===== src/rtl/router_pkg.sv =====
// Shared definitions for the 1x3 packet router: byte width and header address encodings.
package router_pkg;

  localparam int DATA_W = 8;
  localparam logic [1:0] ADDR_INVALID = 2'b11;

  function automatic logic addr_valid(input logic [1:0] addr);
    return addr != ADDR_INVALID;
  endfunction

endpackage


===== src/rtl/router_reg.sv =====
// Router datapath register stage: header capture, byte forwarding to the FIFO, full-FIFO byte
// parking and running XOR parity check against the trailing parity byte.
module router_reg #(
  parameter int DATA_W = 8
) (
  input  logic              clock,
  input  logic              resetn,
  input  logic              pkt_valid,
  input  logic [DATA_W-1:0] data_in,
  input  logic              fifo_full,
  input  logic              detect_add,
  input  logic              ld_state,
  input  logic              laf_state,
  input  logic              full_state,
  input  logic              lfd_state,
  input  logic              rst_int_reg,
  output logic              err,
  output logic              parity_done,
  output logic              low_packet_valid,
  output logic [DATA_W-1:0] dout
);
  import router_pkg::*;

  logic [DATA_W-1:0] hdr_byte_q,   hdr_byte_d;
  logic [DATA_W-1:0] full_byte_q,  full_byte_d;
  logic [DATA_W-1:0] int_parity_q, int_parity_d;
  logic [DATA_W-1:0] pkt_parity_q, pkt_parity_d;
  logic [DATA_W-1:0] dout_q,       dout_d;
  logic              lpv_q,        lpv_d;
  logic              pdone_q,      pdone_d;
  logic              err_q,        err_d;

  always_comb begin
    hdr_byte_d   = hdr_byte_q;
    full_byte_d  = full_byte_q;
    int_parity_d = int_parity_q;
    pkt_parity_d = pkt_parity_q;
    dout_d       = dout_q;
    lpv_d        = lpv_q;
    pdone_d      = pdone_q;
    err_d        = err_q;

    // An invalid address leaves the previous header in place.
    if (detect_add && pkt_valid && addr_valid(data_in[1:0]))
      hdr_byte_d = data_in;

    if (lfd_state)
      dout_d = hdr_byte_q;
    else if (ld_state && !fifo_full)
      dout_d = data_in;
    else if (laf_state)
      dout_d = full_byte_q;

    if (ld_state && fifo_full)
      full_byte_d = data_in;

    // The parked byte was already folded in when first seen, so FULL/LAF states skip it.
    if (detect_add)
      int_parity_d = '0;
    else if (lfd_state && pkt_valid)
      int_parity_d = int_parity_q ^ hdr_byte_q;
    else if (ld_state && pkt_valid && !full_state)
      int_parity_d = int_parity_q ^ data_in;

    if (detect_add)
      pkt_parity_d = '0;
    else if (ld_state && !pkt_valid && !fifo_full)
      pkt_parity_d = data_in;

    if (rst_int_reg)
      lpv_d = 1'b0;
    else if (ld_state && !pkt_valid)
      lpv_d = 1'b1;

    if (detect_add)
      pdone_d = 1'b0;
    else if ((ld_state && !fifo_full && !pkt_valid) || (laf_state && lpv_q && !pdone_q))
      pdone_d = 1'b1;

    if (detect_add)
      err_d = 1'b0;
    else if (pdone_q)
      err_d = (int_parity_q != pkt_parity_q);
  end

  always_ff @(posedge clock or negedge resetn) begin
    if (!resetn) begin
      hdr_byte_q   <= '0;
      full_byte_q  <= '0;
      int_parity_q <= '0;
      pkt_parity_q <= '0;
      dout_q       <= '0;
      lpv_q        <= 1'b0;
      pdone_q      <= 1'b0;
      err_q        <= 1'b0;
    end else begin
      hdr_byte_q   <= hdr_byte_d;
      full_byte_q  <= full_byte_d;
      int_parity_q <= int_parity_d;
      pkt_parity_q <= pkt_parity_d;
      dout_q       <= dout_d;
      lpv_q        <= lpv_d;
      pdone_q      <= pdone_d;
      err_q        <= err_d;
    end
  end

  assign dout             = dout_q;
  assign low_packet_valid = lpv_q;
  assign parity_done      = pdone_q;
  assign err              = err_q;

endmodule


===== config.mk =====
export PLATFORM = sky130hd
export DESIGN_NAME = router_reg
export DESIGN_NICKNAME = d
export VERILOG_FILES = /design/src/rtl/router_pkg.sv /design/src/rtl/router_reg.sv
export SDC_FILE = /design/constraint.sdc
export NUM_CORES = 1
export LEC_CHECK = 0
export CAP_MARGIN = 5
export CORE_ASPECT_RATIO = 0.75
export CORE_UTILIZATION = 40
export CTS_CLUSTER_DIAMETER = 40
export CTS_CLUSTER_SIZE = 16
export DETAILED_ROUTE_END_ITERATION = 12
export DONT_BUFFER_PORTS = 1
export GPL_TIMING_DRIVEN = 0
export HOLD_SLACK_MARGIN = 0.05
export PLACE_DENSITY_LB_ADDON = 0.1
export SLEW_MARGIN = 15
export SYNTH_ARGS = -nofsm -noshare
export SYNTH_HDL_FRONTEND = slang
export SYNTH_SLANG_ARGS = --single-unit

===== constraint.sdc =====
create_clock -name clock -period 0.99 [get_ports clock]
set_input_delay 0.2475 -clock clock [delete_from_list [all_inputs] [get_ports clock]]
set_output_delay 0.2475 -clock clock [all_outputs]
set_load 0.02 [all_outputs]

Word level (Yosys, flattened, before mapping)
Index checks and enable logic that the tools add are counted.
- multipliers: 0
- shift-type cells: 0
- equal/unequal tests: 2
- $lt $le $gt $ge: 0
- reduce and logical (&&, ||, !) cells: 23
- add/subtract/negate cells: 0
- multiplexer cells: 14
- bitwise operators: 2
- div/mod/pow operators: 0
- operator list (operator ; number):
    8-bit 2-to-1 mux ; 8
    8-bit XOR ; 2
    1-bit logical AND ; 12
    8-bit != test ; 1
    2-bit nonzero test ; 4
    1-bit 2-to-1 mux ; 6
    3-bit nonzero test ; 2
    1-bit zero test ; 4
    2-bit != test (second input constant) ; 1
    1-bit logical OR ; 1
- bits in registers: 43
- word-level logic and storage cells: 49
- bits in latches: 0
- bits in read-only memories: 0
- memory bits (writable): 0
- memories kept: 0
- output and inout bits: 11

Logic depth before layout (Yosys ltp)
Gate-level depths: netlist of the first run.
- depth in word-level cells: 6
- gate-level depth with buffers: 6

Least setup slack after synthesis of the first run
No wires, ideal clock.
- path kind: input to register
- start: in lfd_state
- end: reg int_parity_q[5]
- path slack: -252 ps
- cell stages on the path: 5
- library setup time: 78 ps
- arrival: 1164 ps
- required time: 912 ps
- path through: buf_2 -> o21ai_2 -> buf_2 -> or3_1 -> a21oi_1
- longest elaborated chain between the ends: 3
- elaborated cells between the ends (all ways): 4
- those cells by class: mux (2); reduce/logical (2)
- ends and longest elaborated chain (element ; RTL line ; source):
    start: declaration ; router_reg.sv:15 ; input logic lfd_state,
    1-bit logical AND (*) ; router_reg.sv:60 ; else if (lfd_state && pkt_valid)
    8-bit 2-to-1 mux ; router_reg.sv:60 ;
    8-bit 2-to-1 mux ; router_reg.sv:58 ; if (detect_add)
    end signal: assignment ; router_reg.sv:99 ; int_parity_q <= int_parity_d;
    end: declaration ; router_reg.sv:26 ; logic [DATA_W-1:0] int_parity_q, int_parity_d;
Every way passes the cells marked *; elsewhere a longest branch is shown, timed or not.
A chain may end at the register's enable or synchronous reset.

Worst setup path after layout of the first run
- start: reg pkt_parity_q[1]
- end: reg err_q (netlist: err)
- longest elaborated chain between the ends: 3
- ends and longest elaborated chain (element ; RTL line ; source):
    start: declaration ; router_reg.sv:27 ; logic [DATA_W-1:0] pkt_parity_q, pkt_parity_d;
    start signal: assignment ; router_reg.sv:100 ; pkt_parity_q <= pkt_parity_d;
    8-bit != test ; router_reg.sv:83 ; err_d = (int_parity_q != pkt_parity_q);
    1-bit 2-to-1 mux ; router_reg.sv:82 ; else if (pdone_q)
    1-bit 2-to-1 mux ; router_reg.sv:80 ; if (detect_add)
    end signal: assignment ; router_reg.sv:104 ; err_q <= err_d;
    end: declaration ; router_reg.sv:31 ; logic err_q, err_d;
Every way passes these cells. The select of a mux whose other input is x is not followed.

==> results of run 1 <==
==> layout by cell type, fill, tap and decap left out, types with 2 or more instances in the layout <==
master / instances
o21ai_0: 16
nand2_1: 17
nand3_1: 7
buf_2: 2
xor2_1: 3
buf_4: 12
xnor2_1: 2
clkbuf_2: 3
mux2i_1: 8
or3_1: 6
clkinvlp_4: 2
mux2_2: 13
buf_6: 4
clkbuf_8: 6
nor2_1: 9
a21oi_2: 6
xnor2_2: 3
a21oi_1: 19
dfrtp_1: 33
or3_4: 2
a221o_1: 8
dfrtp_2: 10
==> what timing repair did <==
action                                 4_1_cts  5_1_grt
resized for setup                           13       15
cloned                                       0        1
setup buffers                                8        3
pin swaps                                    5        3
endpoints found under the hold margin       44       43
setup endpoints to repair                   20       22
==> per-stage QoR <==
stage / power [uW] / std cells / TNS, ps / cell area [sq um] / worst slack [ps]
floorplan: 2600 / 188 / -1811 / 2078 / -175.0
CTS: 3932 / 262 / -464.1 / 2340 / -164.3
global route: 4170 / 266 / -1158 / 2421 / -242.3
global placement: 2711 / 245 / -6502 / 2150 / -286.5
detailed placement: 2737 / 245 / -7482 / 2150 / -341.1
finish: 3956 / 266 / -404.1 / 2421 / -157.2
==> worst paths after layout <==
check                                                 start                          end  slack (ps)  cells after the start
min in group clock                               data_in[0]  pkt_parity_q[0]$_DFFE_PN0P_          90                      2
worst min-delay path                                 resetn          dout[5]$_DFFE_PN0P_        -360                      0
worst max register to register  pkt_parity_q[1]$_DFFE_PN0P_              err$_DFFE_PN0P_        -160                      4
max in group asynchronous                            resetn      parity_done$_DFFE_PN0P_        1250                      0
worst min register to register   full_byte_q[2]$_DFFE_PN0P_   full_byte_q[2]$_DFFE_PN0P_         510                      1
worst max-delay path            pkt_parity_q[1]$_DFFE_PN0P_              err$_DFFE_PN0P_        -160                      4
==> flip-flops by register name, summed over array words and instances (netlist names) <==
signal	count
pkt_parity_q	8
low_packet_valid	1
full_byte_q	8
parity_done	1
int_parity_q	8
err	1
dout	8
hdr_byte_q	8
==> power by group through the flow <==
stage               Combinational [uW]  Sequential, uW  Clock [uW]
CTS                                620            2180        1130
finish                             675            2190        1090
global placement                   496            2210           0
detailed placement                 515            2220           0
global route                       733            2220        1220
floorplan                          426            2170           0
==> final cells by class <==
cell class / instances / area share [%]
clock buffers: 5 / 2.842
flip-flops and latches: 43 / 44.96
repair buffers: 13 / 4.031
multi-input cells: 134 / 40.67
inverters: 1 / 0.1550
well taps: 57 / 2.946
clock inverters: 3 / 0.8269
plain buffers: 10 / 3.566
==> worst register-to-register path: stages (launching register included) <==
cell	delay, ps
dfrtp_1	420
xnor2_2	200
nand4_1	140
nor4_2	150
a311oi_1	110
==> cell families after synthesis <==
group	after synthesis	share of synthesized area, %
simple gates	51	12.56
buf+inv	11	2.437
compound gates	53	15.88
xor+xnor	8	3.500
mux	22	11.88
flops	43	53.75
==> per-layer routing <==
metal / vias up / part of all wire (%) / global-route usage [%]
met5: - / 0 / 0
met4: 0 / 0.50 / 4.237
met3: 4 / 4.7 / 5.242
met2: 37 / 47 / 33.23
met1: 811 / 47 / 24.96
li1: 713 / - / -
==> metrics.txt, run 1 <==
Post-Syn Area 0.002002 sq mm; CTS tree yes; DRC 0; vias per inst 5.883; Clk pwr share 27.6%; CP Buf/Inv Count 0; CP Data Arrival Time 1310 ps; GRT Total Usage 19.49%; Internal 2836 uW; RSZ-0062 raised after global routing true; CP max stage cell dfrtp_1; most common cell in the netlist dfrtp_1; H-tree level count 2; Sequential Area 0.001089 sq mm; status finished, violations left; grt total ovfl 0; Avg WL per Cell 18.79 um; ys flop type dfrtp_1; Synth Instances 188; failing checks negative hold slack, negative setup slack; vias in the first global route 1,681; clock slew at reported path FFs 90 ps; fill cell count 409; Yosys cell types 27; first-pass iteration count of the detailed router 4; Hold Crit Class in2async; Post-DP HPWL 3.303 mm; FP Rows 21; CTS Buffer Depth 2; number of synthesis warnings 0; initial DRC count 113; root buf cell clkbuf_8; Leak 0.001034 uW; Max Fclk 871.7 MHz; Inserted Clock Buffers 5; n_diodes 0; core area 0.004624 sq mm; initial antenna violation count 0; Skew-Pair Late Insertion Delay 290 ps; Final Util 52.35%; crit end category register; synth top area cells dfrtp_1, mux2_2, a21oi_1; biggest area consumer among synthesized cells dfrtp_1; width of the die 83.69 um; Fin. Hold Viols 43; Top delay family on crit path flip-flops; Sw Ratio 28.31%; Ports 29; setup violators final 18; Die Footprint 0.005295 sq mm; crit path time final 1147 ps; ys async rst share 100.0%; WHS -358.6 ps; Synthesized Nets 206; EDFF count, synth 0; Final nets 226; # hold bufs at CTS 1; CP max stage delay 420 ps; Setup WS post-layout -157.2 ps; # clock sinks 43; Vert. Die Dim 63.27 um; cells along the critical path xnor2_2 > nand4_1 > nor4_2 > a311oi_1; Comb power frac 17.1%; Sw Pwr 1120 uW; Yosys reg bits 43; maximum resistive drop on vdd 0.9387 mV; normalized max-slew margin 72.35%; CP required 1150 ps; Worst Max-Slew Pin Slew 413.5 ps; power density cells 1634 mW/mm^2; register share of total power 55.4%; final WL 4.997 mm; Fin Clk Skew 6.944 ps; Starting Density 43.29%; vias after detailed routing 1,565; fin crit share 115.9%; post-synth top area share 53.75%; area of the multi-input gates 984.7 sq um; Final ANT Viol Nets 0; critical path launch point type register; global-route wire length before repair 8.079 mm; most common library cells after synthesis dfrtp_1, a21oi_1, nand2_1, o21ai_0, mux2_2; WS Path Type reg2reg; post-synthesis sequential area ratio 53.75%; port bufs 0; GP Congestion 0.7393; Avg Synthesized Cell Area 10.65 sq um; synth-to-layout area growth 20.94%; largest net degree at the start of global routing 44; layout cells sized above 1 35.89%; Critical Path Fanout Max 2; Slew Viols, Final 0; count of max-cap constraint violations 0
(Power assumes the default switching activity.)
==> run 2, diff against run 1 <==
--- a/config.mk
+++ b/config.mk
@@ -5,7 +5,6 @@
 export SDC_FILE = /design/constraint.sdc
 export NUM_CORES = 1
 export LEC_CHECK = 0
-export CAP_MARGIN = 5
 export CORE_ASPECT_RATIO = 0.75
 export CORE_UTILIZATION = 40
 export CTS_CLUSTER_DIAMETER = 40
==> results of run 2 <==
Final layout, timing and power as in run 1 (identical DEF).
